<file path="config.mk">
export PLATFORM = sky130hd
export DESIGN_NAME = apb_mgr_ctrl
export DESIGN_NICKNAME = d
export VERILOG_FILES = /design/src/rtl/apb_mgr_ctrl.sv
export SDC_FILE = /design/constraint.sdc
export NUM_CORES = 1
export LEC_CHECK = 0
export BUFFER_PORTS_ARGS = -buffer_cell sky130_fd_sc_hd__clkbuf_2
export CORE_ASPECT_RATIO = 0.5
export CORE_MARGIN = 2
export CORE_UTILIZATION = 42
export DETAILED_ROUTE_END_ITERATION = 16
export PLACE_DENSITY = 0.75
export SKIP_CTS_REPAIR_TIMING = 1
export SKIP_LAST_GASP = 1
export SLEW_MARGIN = 20
export SYNTH_ARGS = -nofsm -noshare
export SYNTH_HDL_FRONTEND = slang
export SYNTH_SLANG_ARGS = --single-unit
</file>
<file path="constraint.sdc">
create_clock -name pclk -period 1.8 [get_ports pclk]
set_input_delay 0.54 -clock pclk [delete_from_list [all_inputs] [get_ports pclk]]
set_output_delay 0.54 -clock pclk [all_outputs]
set_load 0.005 [all_outputs]
</file>
<file path="src/rtl/apb_mgr_ctrl.sv">
// APB3 requester: turns one valid/ready command into a SETUP/ACCESS transfer
// and returns read data plus error/timeout status on a valid/ready response.
module apb_mgr_ctrl #(
    parameter int unsigned ADDR_W  = 32,
    parameter int unsigned DATA_W  = 32,
    parameter int unsigned TIMEOUT = 256,
    parameter int unsigned CNT_W   = 16
) (
    input  logic              pclk,
    input  logic              presetn,

    input  logic              cmd_valid,
    output logic              cmd_ready,
    input  logic              cmd_write,
    input  logic [ADDR_W-1:0] cmd_addr,
    input  logic [DATA_W-1:0] cmd_wdata,

    output logic              rsp_valid,
    input  logic              rsp_ready,
    output logic [DATA_W-1:0] rsp_rdata,
    output logic              rsp_err,
    output logic              rsp_timeout,

    output logic              psel,
    output logic              penable,
    output logic              pwrite,
    output logic [ADDR_W-1:0] paddr,
    output logic [DATA_W-1:0] pwdata,
    input  logic              pready,
    input  logic [DATA_W-1:0] prdata,
    input  logic              pslverr
);

    typedef enum logic [1:0] {
        IDLE   = 2'd0,
        SETUP  = 2'd1,
        ACCESS = 2'd2,
        RESP   = 2'd3
    } state_t;

    // Last wait-count value before the timeout fires; unused when TIMEOUT==0.
    localparam int unsigned     TO_LAST_I = (TIMEOUT == 0) ? 0 : TIMEOUT - 1;
    localparam logic [CNT_W-1:0] TO_LAST  = CNT_W'(TO_LAST_I);
    localparam logic             TO_EN    = (TIMEOUT != 0);

    state_t           state;
    logic [CNT_W-1:0] wait_cnt;
    logic             timeout_hit;

    // Only combinational output: a new command is taken only from IDLE.
    assign cmd_ready = (state == IDLE);

    // Fires on the TIMEOUT-th consecutive ACCESS cycle without pready.
    assign timeout_hit = TO_EN && (wait_cnt == TO_LAST);

    // Transfer sequencer with registered APB and response outputs.
    always_ff @(posedge pclk) begin
        if (!presetn) begin
            state       <= IDLE;
            wait_cnt    <= '0;
            psel        <= 1'b0;
            penable     <= 1'b0;
            pwrite      <= 1'b0;
            paddr       <= '0;
            pwdata      <= '0;
            rsp_valid   <= 1'b0;
            rsp_rdata   <= '0;
            rsp_err     <= 1'b0;
            rsp_timeout <= 1'b0;
        end else begin
            case (state)
                IDLE: begin
                    if (cmd_valid) begin
                        pwrite   <= cmd_write;
                        paddr    <= cmd_addr;
                        pwdata   <= cmd_wdata;
                        psel     <= 1'b1;
                        penable  <= 1'b0;
                        wait_cnt <= '0;
                        state    <= SETUP;
                    end
                end

                SETUP: begin
                    penable <= 1'b1;
                    state   <= ACCESS;
                end

                ACCESS: begin
                    if (!pready) begin
                        wait_cnt <= wait_cnt + CNT_W'(1);
                    end
                    // pready takes priority over a timeout landing on the same cycle
                    if (pready) begin
                        psel        <= 1'b0;
                        penable     <= 1'b0;
                        rsp_valid   <= 1'b1;
                        rsp_rdata   <= pwrite ? '0 : prdata;
                        rsp_err     <= pslverr;
                        rsp_timeout <= 1'b0;
                        state       <= RESP;
                    end else if (timeout_hit) begin
                        psel        <= 1'b0;
                        penable     <= 1'b0;
                        rsp_valid   <= 1'b1;
                        rsp_rdata   <= '0;
                        rsp_err     <= 1'b1;
                        rsp_timeout <= 1'b1;
                        state       <= RESP;
                    end
                end

                RESP: begin
                    if (rsp_ready) begin
                        rsp_valid <= 1'b0;
                        state     <= IDLE;
                    end
                end

                default: begin
                    psel    <= 1'b0;
                    penable <= 1'b0;
                    state   <= IDLE;
                end
            endcase
        end
    end

endmodule

</file>
# ---- Yosys cells after proc, flatten, opt, wreduce, memory -nomap -nowiden
# Cells that the tools add are included.
dict set report op_classes {
  add_sub_neg 1
  eq_ne 8
  n_mux 23
  n_reduce_logical 12
}
# cell count
set op_table {}
lappend op_table {{$mux 32} 3}
lappend op_table {{$mux 16} 2}
lappend op_table {{$pmux 16 s2} 1}
lappend op_table {{$add 16x1->16 const B} 1}
lappend op_table {{$eq 16x8->1 const B} 1}
lappend op_table {{$reduce_and 3->1} 5}
lappend op_table {{$mux 1} 9}
lappend op_table {{$mux 2} 4}
lappend op_table {{$pmux 2 s4} 1}
lappend op_table {{$ne 2x2->1 const B} 3}
lappend op_table {{$reduce_bool 2->1} 3}
lappend op_table {{$eq 2x2->1 const B} 2}
lappend op_table {{$pmux 1 s2} 2}
lappend op_table {{$reduce_and 2->1} 2}
lappend op_table {{$ne 3x3->1 const B} 1}
lappend op_table {{$pmux 1 s3} 1}
lappend op_table {{$reduce_bool 3->1} 1}
lappend op_table {{$eq 2x1->1 const B} 1}
lappend op_table {{$logic_not 2->1} 1}
dict set report totals {
  regBits 120
  input_bits 103
  out_inout_bits 103
  elab_cells 55
}

# ---- Longest topological paths before layout
dict set report depth {
  word_depth 4
  ltp_mapped 7
  mapped_depth_nobuf 6
}

# ---- Worst setup path before layout
# No wires, ideal clock.
dict set report synth_path {
  kind {register to register}
  startpoint {register state[0]}
  endpoint {register wait_cnt[14]}
  setup_ns 0.070
  arrival_time_ns 1.807
  t_required_ns 1.730
  setup_slack_ns -0.077
  stages_incl_launch_ff 7
  n_path_buf 0
  synth_period_minus_slack_ns 1.877
  cell_sequence {dfxtp_1 > inv_1 > ha_1 > mux2_2 > nand3_1 > or4_1 > a21oi_1}
}
dict set report synth_between {
  elab_chain_len 3
  word_cells_on_any_way 7
  classes_between {eq/ne: 3; mux: 1; reduce/logical: 3}
}
# item line_no
set synth_rtl {}
lappend synth_rtl {{start, declared} 46} ;# state_t state;
lappend synth_rtl {{start signal, assigned} 59} ;# state <= IDLE;
lappend synth_rtl {{start signal, assigned} 80} ;# state <= SETUP;
lappend synth_rtl {{start signal, assigned} 86} ;# state <= ACCESS;
lappend synth_rtl {{$logic_not 2->1 (*)} --}
lappend synth_rtl {{via cmd_ready} 13} ;# output logic cmd_ready,
lappend synth_rtl {{$ne 2x2->1 (no source line) / $reduce_bool 2->1 (equally long branches)} --}
lappend synth_rtl {{$reduce_and 3->1 (no source line)} --}
lappend synth_rtl {{end signal, assigned} 91} ;# wait_cnt <= wait_cnt + CNT_W'(1);
lappend synth_rtl {{end, declared} 47} ;# logic [CNT_W-1:0] wait_cnt;
# The timed path passes the listed nets; every way through them passes the cells marked *.
# A chain may end at the register's enable or synchronous reset.

# ---- Worst setup path in the final report
dict set report layout_path {
  startpoint {register wait_cnt[8]}
  endpoint {register rsp_rdata[4]}
}
dict set report layout_between {
  elab_chain_len 3
}
# item line_no
set layout_rtl {}
lappend layout_rtl {{$eq 16x8->1} 54} ;# assign timeout_hit = TO_EN && (wait_cnt == TO_LAST);
lappend layout_rtl {{$reduce_bool 2->1 (no source line)} --}
lappend layout_rtl {{$reduce_and 2->1 (no source line)} --}
lappend layout_rtl {{end signal, assigned} 98} ;# rsp_rdata <= pwrite ? '0 : prdata;
lappend layout_rtl {{end, declared} 20} ;# output logic [DATA_W-1:0] rsp_rdata,
# No other way between the ends.

==> flow_metrics.env <==
export IMPL_required_ns=2.09
export IMPL_crit_path_end_kind="flip-flop"
export IMPL_syn_inst=499
export IMPL_fin_crit_sh_pct=101
export IMPL_rsz0062_at_grt="true"
export IMPL_start_util_pct=43.3
export IMPL_r2r_start="wait_cnt[8]"
export IMPL_hp_start="prdata[30]"
export IMPL_min_to="rsp_rdata[30]"
export IMPL_slew_headroom_pct=72.2
export IMPL_ys_types=42
export IMPL_tightest_slew_ns=0.417
export IMPL_crit_buf_inv=1
export IMPL_n_fill_cell=884
export IMPL_slew_viol_final=0
export IMPL_wl_met1_um=5090
export IMPL_wl_um=11800
export IMPL_syn_to_final_growth_pct=45.9
export IMPL_vias=4307
export IMPL_worst_path_max_fanout=32
export IMPL_layout_nets=831
export IMPL_timing_final_crit_period_ns=1.81
export IMPL_met2_wirelength_um=5750
export IMPL_startpoint_type="flip-flop"
export IMPL_die_h_um=76.5
export IMPL_hold_depth=2
export IMPL_cts_made_buffers=17
export IMPL_grt_usage_pct=20.9
export IMPL_coreArea_sq_mm=0.0102
export IMPL_drcViolationCount=0
export IMPL_cts_root_buf="clkbuf_16"
export IMPL_routed_via_density=4.92
export IMPL_r2r_slack_ns=-0.01
export IMPL_antenna_left=0
export IMPL_leakagePower_nw=2.90
export IMPL_seq_area_frac_synth_pct=54.4
export IMPL_hold_class="in -> reg"
export IMPL_place_area_sq_mm=0.00577
export IMPL_clkSinkCount=120
export IMPL_grt_pass1_wl_um=19300
export IMPL_cts_clk_slew_worst_paths_ns=0.06
export IMPL_io_pins=206
export IMPL_cp_data_arrival_time_ns=2.10
export IMPL_highest_layer="met4"
export IMPL_reg2reg_depth=5
export IMPL_overflow=0
export IMPL_maxCapViolCount=0
export IMPL_synthFlopType="dfxtp_1"
export IMPL_crit_chain="or3_1 -> o41ai_4 -> a21oi_2 -> buf_12 -> a22o_1"
export IMPL_dp_slack_ns=-0.0704
export IMPL_drive_gt1_share_pct=39.3
export IMPL_fp_dieW_um=149
export IMPL_cp_top_family="compound AO/OA/AOI/OAI gates"
export IMPL_die_area_sq_mm=0.0114
export IMPL_grt_pass1_vias=3957
export IMPL_rows=26
export IMPL_post_dp_hpwl_um=8300
export IMPL_portBuffers=205
export IMPL_cts_tree="done"
export IMPL_fin_skew_ns=0.00649
export IMPL_final_hold_violation_count=0
export IMPL_mostFrequentLayoutCells="clkbuf_2, nand2_1, dfxtp_1"
export IMPL_grt_max_degree=66
export IMPL_cts_htree_levels=4
export IMPL_num_antenna_cells=0
export IMPL_syn_nets=608
export IMPL_finalSetupTns_ns=-0.0464
export IMPL_synth_seq_cells=120
export IMPL_worst_slack_ns=-0.0118
export IMPL_netlist_area_sq_mm=0.00442
export IMPL_p_per_area_mw_per_mm2=1310
export IMPL_ir_drop_mv=0.721
export IMPL_violations="setup timing"
export IMPL_final_common_cell="clkbuf_2"
export IMPL_clockBufferDepth=2
export IMPL_synthArstFlopShare_pct=0
export IMPL_clk_latency_ns=0.40
export IMPL_max_freq_mhz=552
export IMPL_fin_area_sq_mm=0.00645
export IMPL_synth_area_leader_cell="dfxtp_1"
export IMPL_synth_top_area_share_pct=54.4
export IMPL_crit_type="reg -> reg"
export IMPL_synth_edf_count=0
export IMPL_r2r_end="rsp_rdata[4]"
export IMPL_ys_top_cells_by_area="dfxtp_1, nand2_1, a21oi_1, a22o_1, clkbuf_1"
export IMPL_ys_warnings_count=0
export IMPL_first_iter_violations=166
export IMPL_crit_slowest_cell="or3_1"
export IMPL_status="finished with violations"
export IMPL_synth_avg_cell_area_sq_um=8.86
export IMPL_final_setup_viol_count=7
export IMPL_crit_path_max_incr_delay_ns=0.44
export IMPL_path_depth=5
export IMPL_gp_congestion=0.825
export IMPL_wl_per_cell_um=13.5
export IMPL_wl_met3_um=619
export IMPL_grt_antenna_before_repair=0
export IMPL_firstDrtPassIters=4
## routing by layer
metal	vias up	global-route usage (%)
li1	2173	-
met1	1982	25.7
met2	122	34.1
met3	30	5.69
met4	0	9.43
met5	-	0
## final cells by class
cell class | count | area [sq um] | share of cell area, %
Clock buffer | 18 | 429 | 6.66
Clock inverter | 14 | 175 | 2.72
Inverter | 9 | 38.8 | 0.602
Multi-Input combinational cell | 339 | 1920 | 29.7
Sequential cell | 120 | 2410 | 37.4
Tap cell | 140 | 175 | 2.72
Timing Repair Buffer | 235 | 1300 | 20.2
## flip-flops by register name, summed over array words and instances (netlist names)
name         cells
rsp_rdata       32
pwrite           1
rsp_timeout      1
psel             1
pwdata          32
penable          1
state            2
rsp_err          1
rsp_valid        1
wait_cnt        16
paddr           32
## where the power goes
| part | leakage (nW) | total [mW] | switching [mW] | internal [mW] |
|---|---|---|---|---|
| clock | 0.286 | 3.43 | 1.25 | 2.18 |
| combinational | 1.63 | 1.78 | 0.982 | 0.797 |
| sequential | 0.979 | 3.25 | 0.204 | 3.04 |
## logic make-up after synthesis
family / synth area share, %
simple gates: 18.3
compound gates: 20.4
mux: 0.708
buf+inv: 3.91
fa+ha+maj: 1.70
flops: 54.4
xor+xnor: 0.595
## Yosys cell counts, types with 2 or more instances
cell type / instances
a21oi_1: 80
a22o_1: 32
and2_1: 6
buf_1: 8
buf_6: 3
clkbuf_1: 20
dfxtp_1: 120
ha_1: 6
inv_1: 8
mux2i_1: 2
nand2_1: 144
nand3_1: 6
nand4_1: 4
nor2_1: 5
nor3_1: 2
o21ai_0: 11
o31ai_1: 6
or3_1: 7
or4_1: 5
xnor2_1: 2
## how the worst max path moves through the flow
stage                          endpoint          from  slack, ns
final                      rsp_rdata[4]   wait_cnt[8]      -0.01
after global routing      rsp_rdata[20]   wait_cnt[8]      -0.09
after CTS                      state[1]  wait_cnt[15]      -0.09
after detailed placement       state[1]  wait_cnt[15]      -0.07
after global placement         state[1]  wait_cnt[15]      -0.05
after floorplan                 penable  wait_cnt[15]       0.01
## per-stage QoR
stage | power, mW | instances | hold slack [ns] | util [%]
3_3_place_gp | 4.97 | 843 | 0.441 | 56.5
5_1_grt | 8.89 | 875 | 0.334 | 63.1
2_1_floorplan | 4.18 | 499 | 0.451 | -
3_5_place_dp | 5.03 | 843 | 0.445 | 56.5
6_report | 8.46 | 875 | 0.343 | 63.1
4_1_cts | 8.46 | 875 | 0.329 | 62.4
Power figures use the tool's default switching activity.
